`config.mk`:
```
export PLATFORM = sky130hd
export DESIGN_NAME = mod_hi_speed_protocol_encoder
export DESIGN_NICKNAME = d
export VERILOG_FILES = /design/src/rtl/mod_hi_speed_protocol_encoder.sv
export SDC_FILE = /design/constraint.sdc
export NUM_CORES = 1
export LEC_CHECK = 0
export ABC_AREA = 1
export CAP_MARGIN = 20
export CORE_UTILIZATION = 40
export DETAILED_ROUTE_END_ITERATION = 8
export DONT_BUFFER_PORTS = 1
export HOLD_SLACK_MARGIN = 0.05
export PLACE_DENSITY = 0.6
export SLEW_MARGIN = 20
export SYNTH_ARGS = -nofsm -noshare
export SYNTH_HDL_FRONTEND = slang
export SYNTH_SLANG_ARGS = --single-unit
```
`constraint.sdc`:
```
create_clock -name CLK -period 5 [get_ports CLK]
set_input_delay 1 -clock CLK [delete_from_list [all_inputs] [get_ports CLK]]
set_output_delay 1 -clock CLK [all_outputs]
set_load 0.005 [all_outputs]
```
`src/rtl/mod_hi_speed_protocol_encoder.sv`:
```
// mod_hi_speed_protocol_encoder: transmit side of the high-speed serial link.
// Builds one frame per START (marker, flag, 16-bit count, N RAM bytes, CRC16) and
// serializes it as RS-485 characters (start, 8 data LSB first, even parity, stop),
// each bit lasting four CLK_EN_RS pulses, followed by an idle-high end-of-message gap.
// Ports: CLK, RESET (async, active-low), CLK_EN_RS (4x bit-rate enable),
//        START/TX_FLAG/TX_BYTE_NUMBER (frame request), TX_RAM_REQ_RD/TX_RAM_RDY_RD/
//        TX_RAM_ADDR_OUT/TX_RAM_DATA_IN (payload read port), OUT (serial line),
//        BUSY (frame in progress), TX_END_MESSAGE (one-CLK end-of-frame pulse).

// mod_hi_speed_protocol_encoder_crc16: CRC16 (poly 0x1021, init 0xFFFF, MSB first), one byte per clk_en.
// Ports: clk, rst_n, clr (forces init value), clk_en (absorb d), d (byte), crc (register value).
module mod_hi_speed_protocol_encoder_crc16 (
    input  logic        clk,
    input  logic        rst_n,
    input  logic        clr,
    input  logic        clk_en,
    input  logic [7:0]  d,
    output logic [15:0] crc
);
    logic [15:0] crc_q, crc_d, nxt;
    always_comb begin
        nxt = crc_q ^ {d, 8'h00};
        for (int i = 0; i < 8; i++)
            nxt = nxt[15] ? {nxt[14:0], 1'b0} ^ 16'h1021 : {nxt[14:0], 1'b0};
        crc_d = clr ? 16'hFFFF : clk_en ? nxt : crc_q;
    end
    always_ff @(posedge clk or negedge rst_n) begin
        if (!rst_n) crc_q <= 16'hFFFF;
        else        crc_q <= crc_d;
    end
    assign crc = crc_q;
endmodule

module mod_hi_speed_protocol_encoder #(
    parameter logic [7:0] MARKER_BYTE = 8'hA5,
    parameter int         GAP_BITS    = 16
) (
    input  logic        CLK,
    input  logic        RESET,
    input  logic        CLK_EN_RS,
    input  logic        START,
    input  logic [7:0]  TX_FLAG,
    input  logic [15:0] TX_BYTE_NUMBER,
    output logic        TX_RAM_REQ_RD,
    input  logic        TX_RAM_RDY_RD,
    output logic [15:0] TX_RAM_ADDR_OUT,
    input  logic [7:0]  TX_RAM_DATA_IN,
    output logic        OUT,
    output logic        BUSY,
    output logic        TX_END_MESSAGE
);
    localparam int GAP_W = $clog2(GAP_BITS * 4);
    typedef enum logic [2:0] {IDLE, HDR, RD_REQ, DATA, CRC_LATCH, CRC_TX, GAP, DONE} state_t;
    state_t state_q, state_d;
    logic [7:0] flag_q, flag_d, pf_q, pf_d, ld_byte, hdr_byte;
    logic [15:0] num_q, num_d, addr_q, addr_d, crc_out_q, crc_out_d, crc;
    logic [1:0] idx_q, idx_d, phase_q, phase_d;
    logic [3:0] cnt_q, cnt_d;
    logic [10:0] sh_q, sh_d;
    logic [GAP_W-1:0] gap_q, gap_d;
    logic act_q, act_d, req_q, req_d, load, crc_en, bit_end, slot;
    mod_hi_speed_protocol_encoder_crc16 u_crc (
        .clk(CLK), .rst_n(RESET), .clr(state_q == IDLE), .clk_en(crc_en), .d(ld_byte), .crc(crc)
    );
    always_comb begin
        state_d = state_q;
        flag_d = flag_q;
        num_d = num_q;
        pf_d = pf_q;
        addr_d = addr_q;
        crc_out_d = crc_out_q;
        idx_d = idx_q;
        req_d = req_q;
        gap_d = gap_q;
        load = 1'b0;
        crc_en = 1'b0;
        hdr_byte = idx_q == 2'd0 ? MARKER_BYTE : idx_q == 2'd1 ? flag_q : idx_q == 2'd2 ? num_q[15:8] : num_q[7:0];
        ld_byte = state_q == HDR ? hdr_byte : state_q == DATA ? pf_q : idx_q[0] ? crc_out_q[7:0] : crc_out_q[15:8];
        bit_end = CLK_EN_RS && act_q && phase_q == 2'd3;
        // a new character may start when the line is idle or on the pulse that ends a stop bit
        slot = CLK_EN_RS && (!act_q || (bit_end && cnt_q == 4'd0));
        case (state_q)
            IDLE: if (START) begin
                flag_d = TX_FLAG;
                num_d = TX_BYTE_NUMBER;
                idx_d = 2'd0;
                state_d = HDR;
            end
            HDR: if (slot) begin
                load = 1'b1;
                crc_en = 1'b1;
                idx_d = idx_q + 2'd1;
                if (idx_q == 2'd3) begin
                    state_d = num_q == 16'd0 ? CRC_LATCH : RD_REQ;
                    req_d = num_q != 16'd0;
                end
            end
            RD_REQ: if (TX_RAM_RDY_RD) begin
                pf_d = TX_RAM_DATA_IN;
                req_d = 1'b0;
                addr_d = addr_q + 16'd1;
                state_d = DATA;
            end
            // addr_q already counts the byte held in the prefetch register
            DATA: if (slot) begin
                load = 1'b1;
                crc_en = 1'b1;
                state_d = addr_q == num_q ? CRC_LATCH : RD_REQ;
                req_d = addr_q != num_q;
            end
            CRC_LATCH: begin
                crc_out_d = crc;
                idx_d = 2'd0;
                state_d = CRC_TX;
            end
            CRC_TX: if (slot) begin
                load = 1'b1;
                idx_d = idx_q + 2'd1;
                if (idx_q[0]) begin
                    state_d = GAP;
                    gap_d = '0;
                end
            end
            // gap counting starts only once the final stop bit has ended
            GAP: if (CLK_EN_RS && !act_q) begin
                gap_d = gap_q + 1'b1;
                if (gap_q == GAP_W'(GAP_BITS * 4 - 1)) state_d = DONE;
            end
            DONE: begin
                addr_d = '0;
                state_d = IDLE;
            end
            default: state_d = IDLE;
        endcase
        phase_d = (CLK_EN_RS && act_q) ? phase_q + 2'd1 : phase_q;
        sh_d = bit_end ? {1'b1, sh_q[10:1]} : sh_q;
        cnt_d = bit_end ? cnt_q - 4'd1 : cnt_q;
        act_d = (bit_end && cnt_q == 4'd0) ? 1'b0 : act_q;
        if (load) begin
            sh_d = {1'b1, ^ld_byte, ld_byte, 1'b0};
            cnt_d = 4'd10;
            phase_d = 2'd0;
            act_d = 1'b1;
        end
    end
    always_ff @(posedge CLK or negedge RESET) begin
        if (!RESET) begin
            state_q <= IDLE;
            flag_q <= '0;
            num_q <= '0;
            pf_q <= '0;
            addr_q <= '0;
            crc_out_q <= '0;
            idx_q <= '0;
            req_q <= 1'b0;
            gap_q <= '0;
            phase_q <= '0;
            sh_q <= '1;
            cnt_q <= '0;
            act_q <= 1'b0;
        end else begin
            state_q <= state_d;
            flag_q <= flag_d;
            num_q <= num_d;
            pf_q <= pf_d;
            addr_q <= addr_d;
            crc_out_q <= crc_out_d;
            idx_q <= idx_d;
            req_q <= req_d;
            gap_q <= gap_d;
            phase_q <= phase_d;
            sh_q <= sh_d;
            cnt_q <= cnt_d;
            act_q <= act_d;
        end
    end
    assign OUT = act_q ? sh_q[0] : 1'b1;
    assign BUSY = state_q != IDLE && state_q != DONE;
    assign TX_END_MESSAGE = state_q == DONE;
    assign TX_RAM_REQ_RD = req_q;
    assign TX_RAM_ADDR_OUT = addr_q;
endmodule

```
==> results by group <==
Status
  • Run status: finished, violations left
  • Failing checks: design-rule violations

Global routing
  • Grt ovf: 0
  • Initial antenna violation count: 2
  • Largest net degree at the start of global routing: 110
  • Vias in the first global route: around 4800
  • Met1 Track Usage GR: 26.60%
  • GRT Total Usage: approximately a fifth
  • Met2 Track Usage GR: between 30 and 40%
  • Met3 Track Usage GR: around 3.9%
  • GRT Max-Usage Layer: met2
  • First-pass GRT wire length: approximately 24000 um

Timing
  • Worst-Margin Slew: between 0.9 and 1 ns
  • FMAX: between 0.3 and 0.4 GHz
  • Slew Limit Fails: 0
  • Setup Skew: 0.01299 ns
  • Fin Setup TNS: 0 ns
  • Min cycle time layout: approximately 2.9 ns
  • Final Hold Viols: 0
  • Period utilisation layout: a little under three fifths
  • Relative slew margins: a little over a third
  • Final setup fails: 0
  • RSZ-0062 raised after global routing: no

Clocking
  • H-tree Lvls: 3
  • Clock root cell: clkbuf_16
  • Sink Count: between 100 and 150
  • CTS Buffer Depth: 2
  • CTS Hold Bufs: 0
  • Worst-Skew Late Latency: 0.37 ns
  • Number of setup buffers added after CTS: 0
  • CTS tree: done
  • CTS resizes: 0
  • Clk slew on worst S/H paths: 0.07 ns
  • CTS buffer count: 9

Worst setup path
  • Crit path top cell by count: nand2_1
  • Setup Crit Path Kind: reg -> reg
  • Crit-path max cell delay: a little under 0.6 ns
  • Worst path slowest cell: dfrtp_1
  • R2r worst-path depth: 15
  • Max Fanout on Critical Path: 13
  • Startpoint type of the worst setup path: register
  • Critical Path RT: 5.31 ns
  • Setup crit end kind: register
  • Crit path DAT: 3.19 ns
  • Cell Chain, Critical Path: clkinv_1 > ha_1 > inv_1 > nand2_1 > nand3_1 > nand2_1 > nand2_1 > nand2_4 > xor2_1 > nand2_1 > nand2_1 > nand2_1 > nand3_1 > nand2_1 > inv_1

Yosys
  • Netlist area before placement: just over 0.006 mm^2
  • Yosys top cell area share: between 30% and 40%
  • Yosys cell types: 42
  • Sequential-to-total area share from yosys stat: a little under half
  • Yosys top cell by area: dfrtp_1
  • Number of flops mapped to enable cells by yosys: 0
  • Post-Syn Area per Cell: ~7.8 um^2
  • Flops & latches, synth: approximately 110
  • Ranking of synthesized cells by area: dfrtp_1 (34%), nand2_1 (15%), dfstp_2 (11%)
  • Yosys warning count: 0
  • Top_reg_cell synth: dfrtp_1
  • Post-synth net total: 827
  • Async S/R FF share, synth: 100.0%
  • Synth Instances: 782

Drt
  • Remaining antenna violation count: 0
  • Vias/cell: roughly 5.0
  • DR pass1 iterations: 7
  • Vias: 4886
  • Avg WL per Cell: around 15 um
  • Starting DRC count in detailed routing: about 320
  • DRC: 6
  • Drt total wl: ~14000 um

Floorplanning
  • Die span in x: between 100 and 150 um
  • Num rows: 44
  • Die height: about 130 um
  • Area of the core: about 0.015 mm^2
  • Initial Utilization: 41.36%
  • Boundary pin count: 57
  • Die area: between 0.015 and 0.02 mm^2

Final layout
  • Footprint of the multi-input gates: 0.002818 mm^2
  • Nets: between 800 and 900
  • Ratio of cells with drive above 1 in the final layout: 13.14%
  • Fillcell total: around 1500
  • Non-Filler Instances: 970
  • Area Growth Syn to Fin: 8.294%
  • Register area: roughly 0.0028 mm^2

Power and ir drop
  • Worst VDD drop: 0.2410 mV
  • Power density over the cells: 601.8 mW/mm^2
  • Leakage Power: about 3.2 nW

Place
  • DP HPWL: roughly 11000 um
  • IO Port Bufs: 0
  • Cells after DPL: around 950
  • Final Wtd Congestion: around 0.84

Run
  • Max cap viols: 0

Worst hold path
  • Tightest Hold Check Type: in -> async
==> synthesized netlist by cell type (2+ instances only) <==
master and instances:
a21oi_1 38, a22oi_1 5, buf_2 8, clkbuf_1 7, clkinv_1 3, dfrtp_1 83
dfstp_2 26, ha_1 8, inv_1 97, inv_2 13, mux2_2 14, nand2_1 244
nand2_2 8, nand2_4 2, nand3_1 51, nand4_1 8, nor2_1 43, nor2_2 6
nor2_4 3, nor3_1 12, nor3_2 2, nor3b_1 2, nor4_1 6, o21ai_0 33
o21ai_1 3, o21ai_2 2, o221ai_1 9, o22ai_1 5, or2_2 5, xnor2_1 13
xor2_1 11, xor2_2 2
==> flip-flops by register name, indices dropped and copies added, names as in the netlist, 3 cells and up <==
register	flops
num_q	16
sh_q	10
state_q	3
pf_q	8
cnt_q	4
u_crc.crc	16
gap_q	6
TX_RAM_ADDR_OUT	16
flag_q	8
crc_out_q	16
==> worst paths after layout <==
kind | from | to | slack [ns]
min | RESET | crc_out_q[15]$_DFFE_PN0P_ | 0.33
max reg2reg | idx_q[0]$_DFFE_PN0P_ | u_crc.crc[5]$_DFFE_PN1P_ | 2.12
min reg2reg | phase_q[1]$_DFFE_PN0P_ | phase_q[1]$_DFFE_PN0P_ | 0.49
max | idx_q[0]$_DFFE_PN0P_ | u_crc.crc[5]$_DFFE_PN1P_ | 2.12
min in group CLK | phase_q[1]$_DFFE_PN0P_ | phase_q[1]$_DFFE_PN0P_ | 0.49
max in group asynchronous | RESET | u_crc.crc[6]$_DFFE_PN1P_ | 4.44
==> cells by family (layout without fill, tap and decap cells) <==
| family | Yosys count | after routing | share of synthesized area (%) |
|---|---|---|---|
| XOR/XNOR | 27 | 27 | 4.363 |
| AND/OR/NAND/NOR | 394 | 394 | 28.17 |
| buffers and inverters | 129 | 131 | 8.253 |
| other | 0 | 2 | 0 |
| flip-flops | 109 | 109 | 45.40 |
| AO/OA/AOI/OAI | 101 | 101 | 9.570 |
| adder cells (fa/ha/maj) | 8 | 8 | 1.646 |
| multiplexers | 14 | 14 | 2.593 |
==> where the power goes <==
group / internal (W) / switching, W
Combinational: 0.000607 / 0.00111
Sequential: 0.00120 / 0.000242
Clock: 0.000447 / 0.000353
Total: 0.00225 / 0.00171
==> placed cells by master (no fill, tap or decap), types with 3 or more instances in the layout <==
| master | n |
|---|---|
| or2_2 | 5 |
| nor2_2 | 6 |
| mux2_2 | 14 |
| nor4_1 | 6 |
| nand4_1 | 8 |
| nor2_1 | 43 |
| nand2_2 | 8 |
| clkinv_1 | 3 |
| xnor2_1 | 13 |
| nand2_1 | 244 |
| clkinv_4 | 3 |
| a21oi_1 | 38 |
| o21ai_0 | 33 |
| nor3_1 | 12 |
| nor2_4 | 3 |
| o21ai_1 | 3 |
| o22ai_1 | 5 |
| nand3_1 | 51 |
| clkbuf_16 | 9 |
| a22oi_1 | 5 |
| inv_2 | 13 |
| dfstp_2 | 26 |
| ha_1 | 8 |
| o221ai_1 | 9 |
| inv_1 | 97 |
| dfrtp_1 | 83 |
| xor2_1 | 11 |
==> area by class of cell <==
class                           count  share of cell area [%]
Antenna cell                        2                 0.07602
Clock buffer                        9                   3.421
Clock inverter                      7                   1.615
Inverter                          113                   6.442
Multi-Input combinational cell    544                   42.80
Sequential cell                   109                   41.92
Tap cell                          184                   3.497
Timing Repair Buffer                2                  0.2281
==> layer usage <==
layer / part of all wire [%] / wire length, um / vias to the layer above
met5: 0 / 0 / -
met4: 1.3 / 190 / 0
met3: 4.5 / 643 / 15
met2: 46 / 6570 / 99
met1: 48 / 6962 / 2270
li1: - / - / 2502
==> stage by stage <==
| step | util [%] | area (um^2) | hold slack [ns] | power, W | setup WS (ns) |
|---|---|---|---|---|---|
| finish | 44.79 | 6584 | 0.3327 | 0.003962 | 2.121 |
| global route | 44.79 | 6584 | 0.3195 | 0.004300 | 1.753 |
| CTS | 44.76 | 6579 | 0.3142 | 0.003980 | 2.160 |
| detailed placement | 42.50 | 6247 | 0.4718 | 0.003168 | 1.945 |
| global placement | 42.50 | 6247 | 0.4629 | 0.003145 | 1.902 |
| floorplan | - | 6080 | 0.4480 | 0.002764 | 2.781 |
==> worst max-delay path, delay by kind of cell (launching register included) <==
| kind | cells | cell delay [ns] |
|---|---|---|
| XOR/XNOR | 1 | 0.27 |
| adder cells (fa/ha/maj) | 1 | 0.43 |
| buffers and inverters | 3 | 0.66 |
| flip-flops | 1 | 0.58 |
| AND/OR/NAND/NOR | 10 | 0.86 |
No activity file was read; power rests on OpenSTA's default activity.
